===== src/rtl/cpu_types_pkg.sv =====
// Shared datapath types for the pipelined MIPS core: word/register typedefs,
// control encodings and the ID/EX pipeline bundle.
package cpu_types_pkg;

  localparam int WORD_W  = 32;
  localparam int REG_W   = 5;
  localparam int ALUOP_W = 4;

  typedef logic [WORD_W-1:0] word_t;
  typedef logic [REG_W-1:0]  regbits_t;

  typedef enum logic [ALUOP_W-1:0] {
    ALU_SLL  = 4'd0,
    ALU_SRL  = 4'd1,
    ALU_ADD  = 4'd2,
    ALU_SUB  = 4'd3,
    ALU_AND  = 4'd4,
    ALU_OR   = 4'd5,
    ALU_XOR  = 4'd6,
    ALU_NOR  = 4'd7,
    ALU_SLT  = 4'd8,
    ALU_SLTU = 4'd9
  } aluop_t;

  typedef enum logic [1:0] {
    SRC_RDAT2  = 2'b00,
    SRC_EXTOUT = 2'b01,
    SRC_SHAMT  = 2'b10
  } alusrc_t;

  typedef enum logic [1:0] {
    DST_RT  = 2'b00,
    DST_RD  = 2'b01,
    DST_R31 = 2'b10
  } regdst_t;

  typedef struct packed {
    logic     valid;
    word_t    pc4;
    word_t    rdat1;
    word_t    rdat2;
    word_t    extout;
    regbits_t rs;
    regbits_t rt;
    regbits_t rd;
    regbits_t shamt;
    aluop_t   aluop;
    alusrc_t  alusrc;
    regdst_t  regdst;
    logic     regwen;
    logic     memren;
    logic     memwen;
    logic     memtoreg;
    logic     jal;
    logic     halt;
  } id_ex_t;

  // All-zero bundle: no register or memory write, not valid.
  localparam id_ex_t ID_EX_NOP = '0;

endpackage


===== src/rtl/id_ex_if.sv =====
// ID/EX pipeline interface shared by the latch, the EX stage and the
// hazard/forwarding unit.
interface id_ex_if;
  import cpu_types_pkg::*;

  logic   flush;
  logic   stall;
  logic   bubble;
  id_ex_t id;
  id_ex_t ex;
  logic   frozen;

  modport latch (
    input  flush, stall, bubble, id,
    output ex, frozen
  );

  modport ex_stage (
    input ex, frozen
  );

  modport hazard (
    output flush, stall, bubble,
    input  ex, frozen
  );

endinterface


===== src/rtl/id_ex_latch.sv =====
// ID/EX pipeline register with flush/stall/bubble control and a sticky
// halt freeze that only reset releases.
//
// state  | meaning
// RUN    | normal pipeline operation
// HALTED | valid halt reached EX; contents held until reset
module id_ex_latch
  import cpu_types_pkg::*;
(
  input logic  CLK,
  input logic  nRST,
  id_ex_if.latch bus
);

  localparam logic RUN    = 1'b0;
  localparam logic HALTED = 1'b1;

  logic   state;
  id_ex_t ex_r;
  id_ex_t cap;

  // Invalid slots keep their data but must never commit side effects.
  always_comb begin
    cap = bus.id;
    if (!bus.id.valid) begin
      cap.regwen = 1'b0;
      cap.memren = 1'b0;
      cap.memwen = 1'b0;
      cap.halt   = 1'b0;
      cap.jal    = 1'b0;
    end
  end

  always_ff @(posedge CLK or negedge nRST) begin
    if (!nRST) begin
      ex_r  <= ID_EX_NOP;
      state <= RUN;
    end else if (bus.flush) begin
      ex_r <= ID_EX_NOP;
    end else if (state == HALTED || bus.stall) begin
      ex_r <= ex_r;
    end else if (bus.bubble) begin
      ex_r <= ID_EX_NOP;
    end else begin
      ex_r <= cap;
      if (bus.id.valid && bus.id.halt) state <= HALTED;
    end
  end

  assign bus.ex     = ex_r;
  assign bus.frozen = (state == HALTED);

endmodule


===== src/flat_wrapper.sv =====
// flat-port wrapper written by rule: the top's interface ports become plain ports
module id_ex_latch_flat import cpu_types_pkg::*;
  (CLK, nRST, bus_flush, bus_stall, bus_bubble, bus_id, bus_ex, bus_frozen);
  id_ex_if bus_i ();
  input logic CLK;
  input logic nRST;
  input wire logic [$bits(bus_i.flush)-1:0] bus_flush;
  input wire logic [$bits(bus_i.stall)-1:0] bus_stall;
  input wire logic [$bits(bus_i.bubble)-1:0] bus_bubble;
  input wire logic [$bits(bus_i.id)-1:0] bus_id;
  output wire logic [$bits(bus_i.ex)-1:0] bus_ex;
  output wire logic [$bits(bus_i.frozen)-1:0] bus_frozen;
  assign bus_i.flush = bus_flush;
  assign bus_i.stall = bus_stall;
  assign bus_i.bubble = bus_bubble;
  assign bus_i.id = bus_id;
  assign bus_ex = bus_i.ex;
  assign bus_frozen = bus_i.frozen;
  id_ex_latch u_core (.CLK(CLK), .nRST(nRST), .bus(bus_i));
endmodule

===== config.mk =====
export PLATFORM = sky130hd
export DESIGN_NAME = id_ex_latch_flat
export DESIGN_NICKNAME = d
export VERILOG_FILES = /design/src/rtl/cpu_types_pkg.sv /design/src/rtl/id_ex_if.sv /design/src/rtl/id_ex_latch.sv /design/src/flat_wrapper.sv
export SDC_FILE = /design/constraint.sdc
export NUM_CORES = 1
export LEC_CHECK = 0
export ABC_AREA = 1
export CAP_MARGIN = 0
export CORE_MARGIN = 5
export CORE_UTILIZATION = 40
export CTS_CLUSTER_SIZE = 24
export DETAILED_ROUTE_END_ITERATION = 6
export GPL_ROUTABILITY_DRIVEN = 1
export PLACE_DENSITY = 0.8
export RECOVER_POWER = 50
export SYNTH_ARGS = -nofsm -noshare
export SYNTH_HDL_FRONTEND = slang
export SYNTH_SLANG_ARGS = --single-unit

===== constraint.sdc =====
create_clock -name CLK -period 1.9 [get_ports CLK]
set_clock_uncertainty 0.2 [all_clocks]
set_input_delay 0.475 -clock CLK [delete_from_list [all_inputs] [get_ports CLK]]
set_output_delay 0.475 -clock CLK [all_outputs]
set_load 0.05 [all_outputs]

==> impl_metrics.tcl, run 1 <==
set metrics [dict create \
    tightestPinTransition_ns 0.5274 \
    yosys-top-cells-area "dfrtp_1, nand2_1, nand4_1" \
    wire_per_inst_um 20.41 \
    start_kind "input pin" \
    synth_top_family_by_area "simple AND/OR/NAND/NOR gates" \
    async_flop_share_pct 100.0 \
    dr_total_vias 7004 \
    syn-instance-count 738 \
    synth.top_cell.area_share_pct 60.68 \
    hold_class "in -> async" \
    finalCritPeriodShare_pct 93.36 \
    cap_violations 0 \
    relSlewSlack_pct 64.84 \
    fp-row-count 47 \
    synth_common_cells "nand2_1, dfrtp_1, nand4_1, buf_2, clkbuf_1" \
    finalMaxSlewViolations 0 \
    critPathKind "in -> reg" \
    ys_seq_area_share_pct 60.68 \
    ios 332 \
    synthMuxAreaShare_pct 0 \
    grt_pass1_vias 7413 \
    vdd_drop_max_mv 0.5715 \
    grt_pass1_wl_mm 41.55 \
    clock-sinks 164 \
    worstPathRequired_ns 2.00 \
    fin_crit_ns 1.774 \
    gp_congestion 0.8154 \
    numPortBuffers 331 \
    drive_gt1_share_pct 23.24 \
    syn_area_um2 6763 \
    ys_ff_latch 164 \
    htree_levels 4 \
    finalSetupViolCount 0 \
    core_um2 16580 \
    synth_cell_types 13 \
    path_cells "dlygate4sd3_1 -> nor2_4 -> nor2_2 -> buf_12 -> buf_12 -> nand2_1 -> nand2_1" \
    area_growth_syn_to_layout_pct 92.34 \
    hold_violations 0 \
    status "finished clean" \
    power_w 0.007781 \
    synthAdderAreaFrac_pct 0 \
    leakage_nw 6.321 \
    synthFlopType "dfrtp_1" \
    avgViaCountPerCell 5.334 \
    fp.dieH_um 140.0 \
    diodes 0 \
    fin_setup_tns_ns 0 \
    mappedNetlistNets 906 \
    crit_path_end_kind "flip-flop" \
    critical-path-max-stage-delay_ns 0.58 \
    final_nets 1248 \
    crit_fanout 17 \
    clock-root-buffer "clkbuf_16" \
    ctsResizeCount 0 \
    first_iter_violations 393 \
    p_per_area_nw_per_um2 598.2 \
    grt_max_degree 71 \
    yosysTopAreaCell "dfrtp_1" \
    place_hpwl_mm 20.46 \
    synthXorXnorAreaFrac_pct 0 \
    postRouteAntennaNets 0 \
    postCtsSetupBuffers 0 \
    start_util_pct 40.78 \
    cp.arrival_ns 1.87 \
    grtUsageTotal_pct 27.00 \
    overflow 0 \
    rsz0062_at_grt "no" \
    wl_mm 26.80 \
    max_freq_mhz 563.8 \
    regArea_um2 4104 \
    synth_edf_count 0 \
    avgSynthCellArea_um2 9.164 \
    cts_inserted_buffers 17 \
    cts_buffer_depth 2 \
    yosysMostFrequentCell "nand2_1" \
    fillers 956 \
    dieArea_um2 19610 \
    yosysWarnings 0 \
    die-width_um 140.0 \
    drc 0 \
    antenna_found_initial 1 \
    multiInputGateArea_um2 2296 \
    crit_path_top_delay_cell "dlygate4sd3_1" \
    clk_pin_slew_worst_paths_ns 0.07 \
    firstDrtPassIters 5 \
    clk_latency_ns 0.41 \
    synth_simple_gate_area_share_pct 34.02 \
    cts_tree "done" \
    synth_compound_area_share_pct 0 \
]
## power by group
group	internal [W]	total, W	switching [W]
Clock	0.00211	0.00353	0.00141
Combinational	0.000429	0.000764	0.000335
Sequential	0.00349	0.00349	0.00000000000000000113
## per-layer routing
layer  track usage (%)  vias up  part of all wire, %
met3             10.05       53                  9.5
met2             46.85      333                   51
met1             30.45     3429                   36
met4             9.944        2                  2.9
li1                  -     3187                    -
met5                 0        -                0.041
## critical path, delay by kind of cell
family / cells / cell delay (ns)
AND/OR/NAND/NOR: 4 / 0.51
buffers and inverters: 3 / 0.89
## kinds of logic (layout without fill, tap and decap cells)
family        after synthesis  count (layout)
buf+inv                    72             427
simple gates              502             502
flops                     164             164
## final timing paths
path,slack [ns],endpoint,cells past startpoint,start
max in group asynchronous,0.33,u_core.bus.ex[133],3,nRST
worst max-delay path,0.13,u_core.bus.ex[106],7,bus_stall
worst max register to register,0.31,u_core.bus.ex[150],6,u_core.bus.frozen
worst min-delay path,0.34,u_core.bus.ex[119],2,nRST
worst min register to register,0.34,u_core.bus.ex[86],2,u_core.bus.ex[86]
min in group CLK,0.34,u_core.bus.ex[86],2,u_core.bus.ex[86]
## sequential cells by signal, indices dropped and copies added (netlist names)
| signal | cells |
|---|---|
| u_core.bus.ex | 163 |
| u_core.bus.frozen | 1 |
## what timing repair did
item                       4_1_cts  5_1_grt
hold endpoints to repair        31        0
hold buffers                     1        0
setup endpoints to repair        0        0
## layout make-up
class                   count  area share (%)
clock buffers              21           3.463
clock inverters            11           1.164
well taps                 220           2.116
multi-input cells         502           17.65
flip-flops and latches    164           31.55
repair buffers            392           43.95
inverters                   3          0.1058
## through the flow
| stage | cells | utilization (%) | hold WS (ns) | setup WS, ns | instance area, um2 |
|---|---|---|---|---|---|
| after floorplan | 738 | - | -0.02059 | 0.2849 | 6763 |
| after global placement | 1280 | 75.02 | 0.2205 | -0.1143 | 12440 |
| after detailed placement | 1280 | 75.02 | 0.2268 | -0.1759 | 12440 |
| after CTS | 1313 | 78.71 | 0.3380 | 0.1601 | 13050 |
| after global routing | 1313 | 78.44 | 0.3523 | 0.07935 | 13010 |
| final | 1313 | 78.44 | 0.3387 | 0.1262 | 13010 |
## cells in the final DEF, fill, tap and decap left out, types with 5 or more instances in the layout
cell	instances
nand3_1	5
clkbuf_16	17
nand2_1	332
nor2_1	5
nand4_1	158
buf_4	25
buf_12	190
clkdlybuf4s50_1	165
clkbuf_1	7
dfrtp_1	164
Power figures use the tool's default switching activity.
==> run 2, diff against run 1 <==
- CORE_UTILIZATION: 40 -> 41
- PLACE_DENSITY: 0.8 -> 0.81
==> run 2 against run 1 <==
First-iteration DRC count increased by 27%. Flip-flop and latch count unchanged. Via count decreased by 0.19%. Global-route usage up 0.16 points. Cell count is 0.99% lower. Die area shrank 2.3%. Sequential share of layout area up 0.32 points. Setup slack better by 0.0042 ns. Non-clock buffer count is 13 lower. Total power grew 1.1%. Largest cell class unchanged. Cell area is 0.99% lower. Utilization grew 0.058 points.
==> impl_metrics.tcl, run 2 (synthesis results as in run 1) <==
set metrics [dict create \
    status "finished clean" \
    leakage_nw 6.264 \
    clk_pin_slew_worst_paths_ns 0.07 \
    finalCritPeriodShare_pct 93.14 \
    rr_endpoint "u_core.bus.ex[75]" \
    antenna_found_initial 0 \
    first_iter_violations 498 \
    fin_util_pct 78.49 \
    firstDrtPassIters 6 \
    clk_latency_ns 0.42 \
    fp-row-count 47 \
    drive_gt1_share_pct 22.59 \
    start_kind "flip-flop" \
    r2r-start "u_core.bus.frozen" \
    grt_max_degree 50 \
    cts_buffer_depth 2 \
    path_buf_inv 1 \
    area_growth_syn_to_layout_pct 90.43 \
    met3_usage_pct 8.805 \
    reg2regPathDepth 6 \
    wl_mm 25.94 \
    path_cells "buf_12" \
    finalMaxSlewViolations 0 \
    p_per_area_nw_per_um2 610.9 \
    use_met2_pct 47.43 \
    fin_crit_ns 1.770 \
    cts_inserted_buffers 17 \
    worstPathRequired_ns 1.22 \
    pre_cts_slack_ns -0.1592 \
    cts_tree "done" \
    rrSetupSlack_ns 0.21 \
    final_nets 1235 \
    max_freq_mhz 565.1 \
    diodes 0 \
    grt.busiest_layer "met2" \
    die-width_um 138.4 \
    core_um2 16410 \
    cap_violations 0 \
    hold_class "in -> async" \
    place_hpwl_mm 19.14 \
    power_w 0.007868 \
    fillers 889 \
    grt_pass1_vias 7358 \
    p_int_w 0.006034 \
    critPathKind "reg -> out" \
    worst-path-stages 1 \
    cp_top_family "flip-flops" \
    postRouteAntennaNets 0 \
    crit_path_end "bus_frozen" \
    p_sw_w 0.001834 \
    clock-root-buffer "clkbuf_16" \
    ios 332 \
    largest_reg_flops 163 \
    avgViaCountPerCell 5.378 \
    overflow 0 \
    fp.dieH_um 138.4 \
    dr_total_vias 6991 \
    clock-sinks 164 \
    postCtsSetupBuffers 0 \
    worst_slack_ns 0.1304 \
    dieArea_um2 19160 \
    power_frac_seq_pct 44.4 \
    crit_fanout 3 \
    finalSetupViolCount 0 \
    numPortBuffers 331 \
    htree_levels 4 \
    p_clk_share_pct 46.5 \
    start_util_pct 41.22 \
    crit_start "u_core.bus.frozen" \
    grtUsageTotal_pct 27.16 \
    mostFrequentLayoutCell "nand2_1" \
    critical-path-max-stage-delay_ns 0.49 \
    comb_power_share_pct 9.2 \
    wire_per_inst_um 19.95 \
    crit_path_top_delay_cell "dfrtp_1" \
    final_cell_mix "nand2_1, buf_12, clkdlybuf4s50_1, dfrtp_1, nand4_1" \
    cp.arrival_ns 1.09 \
    grt_pass1_wl_mm 41.48 \
    rsz0062_at_grt "no" \
    crit_path_end_kind "primary output" \
    tightestPinTransition_ns 0.6203 \
    vdd_drop_max_mv 0.5579 \
    gp_congestion 0.8458 \
    swShare_pct 23.31 \
    drc 0 \
    fin_setup_tns_ns 0 \
    relSlewSlack_pct 58.64 \
    met1_usage_pct 30.94 \
    whs_ns 0.2892 \
    hold_violations 0 \
]
## run 2: how the worst min path moves through the flow
stage,cells after the start,endpoint,slack [ns]
3_5_place_dp,1,u_core.bus.ex[97],0.19
5_1_grt,2,u_core.bus.ex[153],0.30
3_3_place_gp,1,u_core.bus.ex[85],0.20
2_1_floorplan,0,u_core.bus.ex[0],-0.02
4_1_cts,2,u_core.bus.ex[97],0.31
6_report,2,u_core.bus.ex[97],0.29
## run 2: layout make-up
cell class / instances / area (um2) / share of cell area, %
sequential: 164 / 4104 / 31.87
inverter: 3 / 16.27 / 0.1263
clock inverter: 14 / 187.7 / 1.457
multi-input combinational: 502 / 2293 / 17.81
clock buffer: 18 / 439.2 / 3.410
tap: 220 / 275.3 / 2.137
timing repair buffer: 379 / 5563 / 43.19
## run 2: routing by layer
layer  vias up  part of all wire (%)  routed length, um
li1       3156                     -                  -
met1      3379                    35               9123
met2       406                    52              13580
met3        50                   9.4               2435
met4         0                   3.1                802
met5         -                     0                  0
## run 2: metrics by stage
step,instances,area [um2]
2_1_floorplan,738,6763
3_3_place_gp,1267,12320
3_5_place_dp,1267,12320
4_1_cts,1300,12950
5_1_grt,1300,12880
6_report,1300,12880
## run 2: timing repair
item                       4_1_cts  5_1_grt
hold buffers                     1        0
gates resized for setup          0        0
hold endpoints to repair        24        0
setup endpoints to repair        0        0
## run 2: power by group through the flow
stage,clock [W],combinational [W],sequential [W]
floorplan,0,0.000154,0.00356
global placement,0,0.000725,0.00356
detailed placement,0,0.000735,0.00356
CTS,0.00371,0.000743,0.00349
global route,0.00387,0.000770,0.00349
finish,0.00366,0.000722,0.00349
==> RTL edit, RTL diff (config.mk and constraints of run 2) <==
Change the package constant `WORD_W` from 32 to 16.
--- a/src/rtl/cpu_types_pkg.sv
+++ b/src/rtl/cpu_types_pkg.sv
@@ -3,5 +3,5 @@
 package cpu_types_pkg;
 
-  localparam int WORD_W  = 32;
+  localparam int WORD_W  = 16;
   localparam int REG_W   = 5;
   localparam int ALUOP_W = 4;
Interface: changed (resized bus_ex and bus_id); port bits go from 332 to 204. The function was not compared with the original's and may differ.
==> RTL edit against run 2 <==
- routed wire length shrank 46%
- via count shrank 41%
- sequential power shrank 39%
- non-clock buffer count shrank 159
- total power shrank 49%
- final area shrank 41%
- critical path depth grew 5
- synthesized area shrank 39%
- sequential cell count shrank 64
- combinational power shrank 42%
- setup slack gained 0.016 ns
- largest power group is now registers
==> RTL edit: results (changes against run 2) <==
CTS
The count of instances resized after the clock tree is built is 0 (unchanged). The CTS clock-pin slew for the worst setup and hold paths is 0.09 ns (+0.02 ns). The CTS H-tree depth came to 3 (-1). The total clock buffers created by CTS is 9 (-8). The buffer cell driving the clock tree root is sky130_fd_sc_hd__clkbuf_8.

The buffer depth of the longest clock path is 2 (unchanged). The source-to-sink clock delay at the later pin of the worst-skew pair is 0.35 ns (-0.07 ns).

Synthesis
The commonest cells after synthesis are sky130_fd_sc_hd__nand2_1, sky130_fd_sc_hd__dfrtp_1, sky130_fd_sc_hd__nand4_1. The sequential element share of the synthesized area is 0.608 (+0.000873). The number of instances in the synthesized netlist is 453 (-39%).

Yosys attributes the largest share of cell area to sky130_fd_sc_hd__dfrtp_1, sky130_fd_sc_hd__nand2_1, sky130_fd_sc_hd__nand4_1. The yosys synthesis warning count is 0 (unchanged). The async set or reset register ratio after synthesis is 1.00 (unchanged). The post-synthesis net count is 557 (-39%).

The unique cell type count in the Yosys netlist came to 12 (-1). The predominant post-synthesis flop cell is sky130_fd_sc_hd__dfrtp_1.

Worst hold path
The worst hold path belongs to the class reg -> reg.

Detailed routing
The number of iterations in the first detailed-routing pass is 5 (-1). The first-iteration detailed-routing DRC count is 216 (-57%). The detail-routed via count per cell is 5.27 (-2.0%). The routed wire length was 14.0 mm (-46%).

Global route
The via count of the first global-routing pass is 4,290 (-42%). The global-route wire length before repair was 21.9 mm (-47%). The number of antenna violations at the first check in global routing is 0 (unchanged). The aggregate global-route resource usage is 0.235 (-0.0369). The largest net degree at the start of global routing is 56 (+12%).

Placement
The cell count after placement is 765 (-40%). The quantity of I/O buffers inserted on ports came to 203 (-39%). The final estimated routing congestion in global placement was 0.808 (-4.5%). The placement-stage worst setup slack is -0.107 ns (+0.0519 ns). The total placed instance area is 7390 sq um (-40%). The estimated wirelength of the detail-placed design came to 10.3 mm (-46%).

Final layout
The number of nets in the final layout came to 748 (-39%). The flip-flop count of the largest register, all copies and words added is 99 (-39%). The final antenna diode count was 0 (unchanged). The count of placed standard cells in the final layout, fillers left out is 782 (-40%).

The ratio of cells with drive above 1 in the final layout was 0.208 (-0.0179).

Critical path
The highest net fanout along the worst path came to 51 (+48). The arrival time reported for the critical path endpoint is 1.84 ns (+0.75 ns).

Pwr
The worst voltage drop across the vdd grid is 0.310 mV (-44%). The total leakage power was 3.70 nW (-41%).

Run
The max-capacitance violation count is 0 (unchanged).

Run status
The run finished with clean final reports.

Timing
The remaining max-slew budget at the tightest pin was 0.513 (-0.0738). The number of endpoints with negative hold slack in the final report is 0 (unchanged).
==> RTL edit: cell types whose count changed after synthesis <==
cell | before | now
sky130_fd_sc_hd__buf_6 | 1 | 0
sky130_fd_sc_hd__dfrtp_1 | 164 | 100
sky130_fd_sc_hd__clkbuf_1 | 14 | 19
sky130_fd_sc_hd__buf_4 | 6 | 4
sky130_fd_sc_hd__nand2_1 | 332 | 204
sky130_fd_sc_hd__inv_1 | 1 | 2
sky130_fd_sc_hd__inv_2 | 2 | 1
sky130_fd_sc_hd__nand4_1 | 158 | 94
sky130_fd_sc_hd__buf_2 | 46 | 15
==> RTL edit: final timing paths <==
path	to	slack, ns	depth (start not counted)	startpoint
hold / removal	u_core.bus.ex[87]$_DFFE_PN0P_	0.35	2	u_core.bus.ex[87]$_DFFE_PN0P_
hold reg to reg	u_core.bus.ex[87]$_DFFE_PN0P_	0.35	2	u_core.bus.ex[87]$_DFFE_PN0P_
min in group asynchronous	u_core.bus.ex[82]$_DFFE_PN0P_	0.53	2	nRST
max in group asynchronous	u_core.bus.ex[49]$_DFFE_PN0P_	0.26	3	nRST
setup / recovery	u_core.bus.ex[90]$_DFFE_PN0P_	0.15	6	bus_stall
setup reg to reg	u_core.bus.ex[90]$_DFFE_PN0P_	0.31	5	u_core.bus.frozen$_DFFE_PN0P_
==> RTL edit: layout make-up <==
cell class,count,area [sq um]
tap,133,166
clock buffer,11,141
timing repair buffer,220,3280
sequential,100,2500
clock inverter,5,75.1
multi-input combinational,310,1410
fill,589,2180
inverter,3,11.3
==> RTL edit: cell families (layout without fill, tap and decap cells) <==
logic type,after synthesis,in the layout,synth area share
DFF,100,100,0.608
and+or+nand+nor,310,310,0.345
buffers and inverters,43,239,0.0474
==> RTL edit: critical path, cell delays in order <==
cell and delay [ns]:
sky130_fd_sc_hd__clkdlybuf4s50_1 0.50, sky130_fd_sc_hd__nor2_4 0.08, sky130_fd_sc_hd__nor2_1 0.31, sky130_fd_sc_hd__buf_12 0.29
sky130_fd_sc_hd__nand2_1 0.10, sky130_fd_sc_hd__nand2_1 0.08
==> RTL edit: where the power goes <==
part	switching (mW)	internal, mW	leakage (nW)	total (mW)
combinational	0.189	0.231	2.20	0.421
sequential	0.000000000000000664	2.13	1.39	2.13
clock	0.722	0.773	0.113	1.50
total	0.912	3.13	3.70	4.04
==> RTL edit: what timing repair did <==
item | CTS | global route
hold endpoints to repair | 23 | 0
hold buffers | 1 | 0
buffers inserted | 0 | 0
==> RTL edit: layer usage <==
metal / GRT usage / vias up / share of wire
met3: 0.0629 / 29 / 0.088
met5: 0 / - / 0
li1: - / 1903 / -
met2: 0.395 / 193 / 0.51
met4: 0.106 / 0 / 0.030
met1: 0.282 / 1997 / 0.37
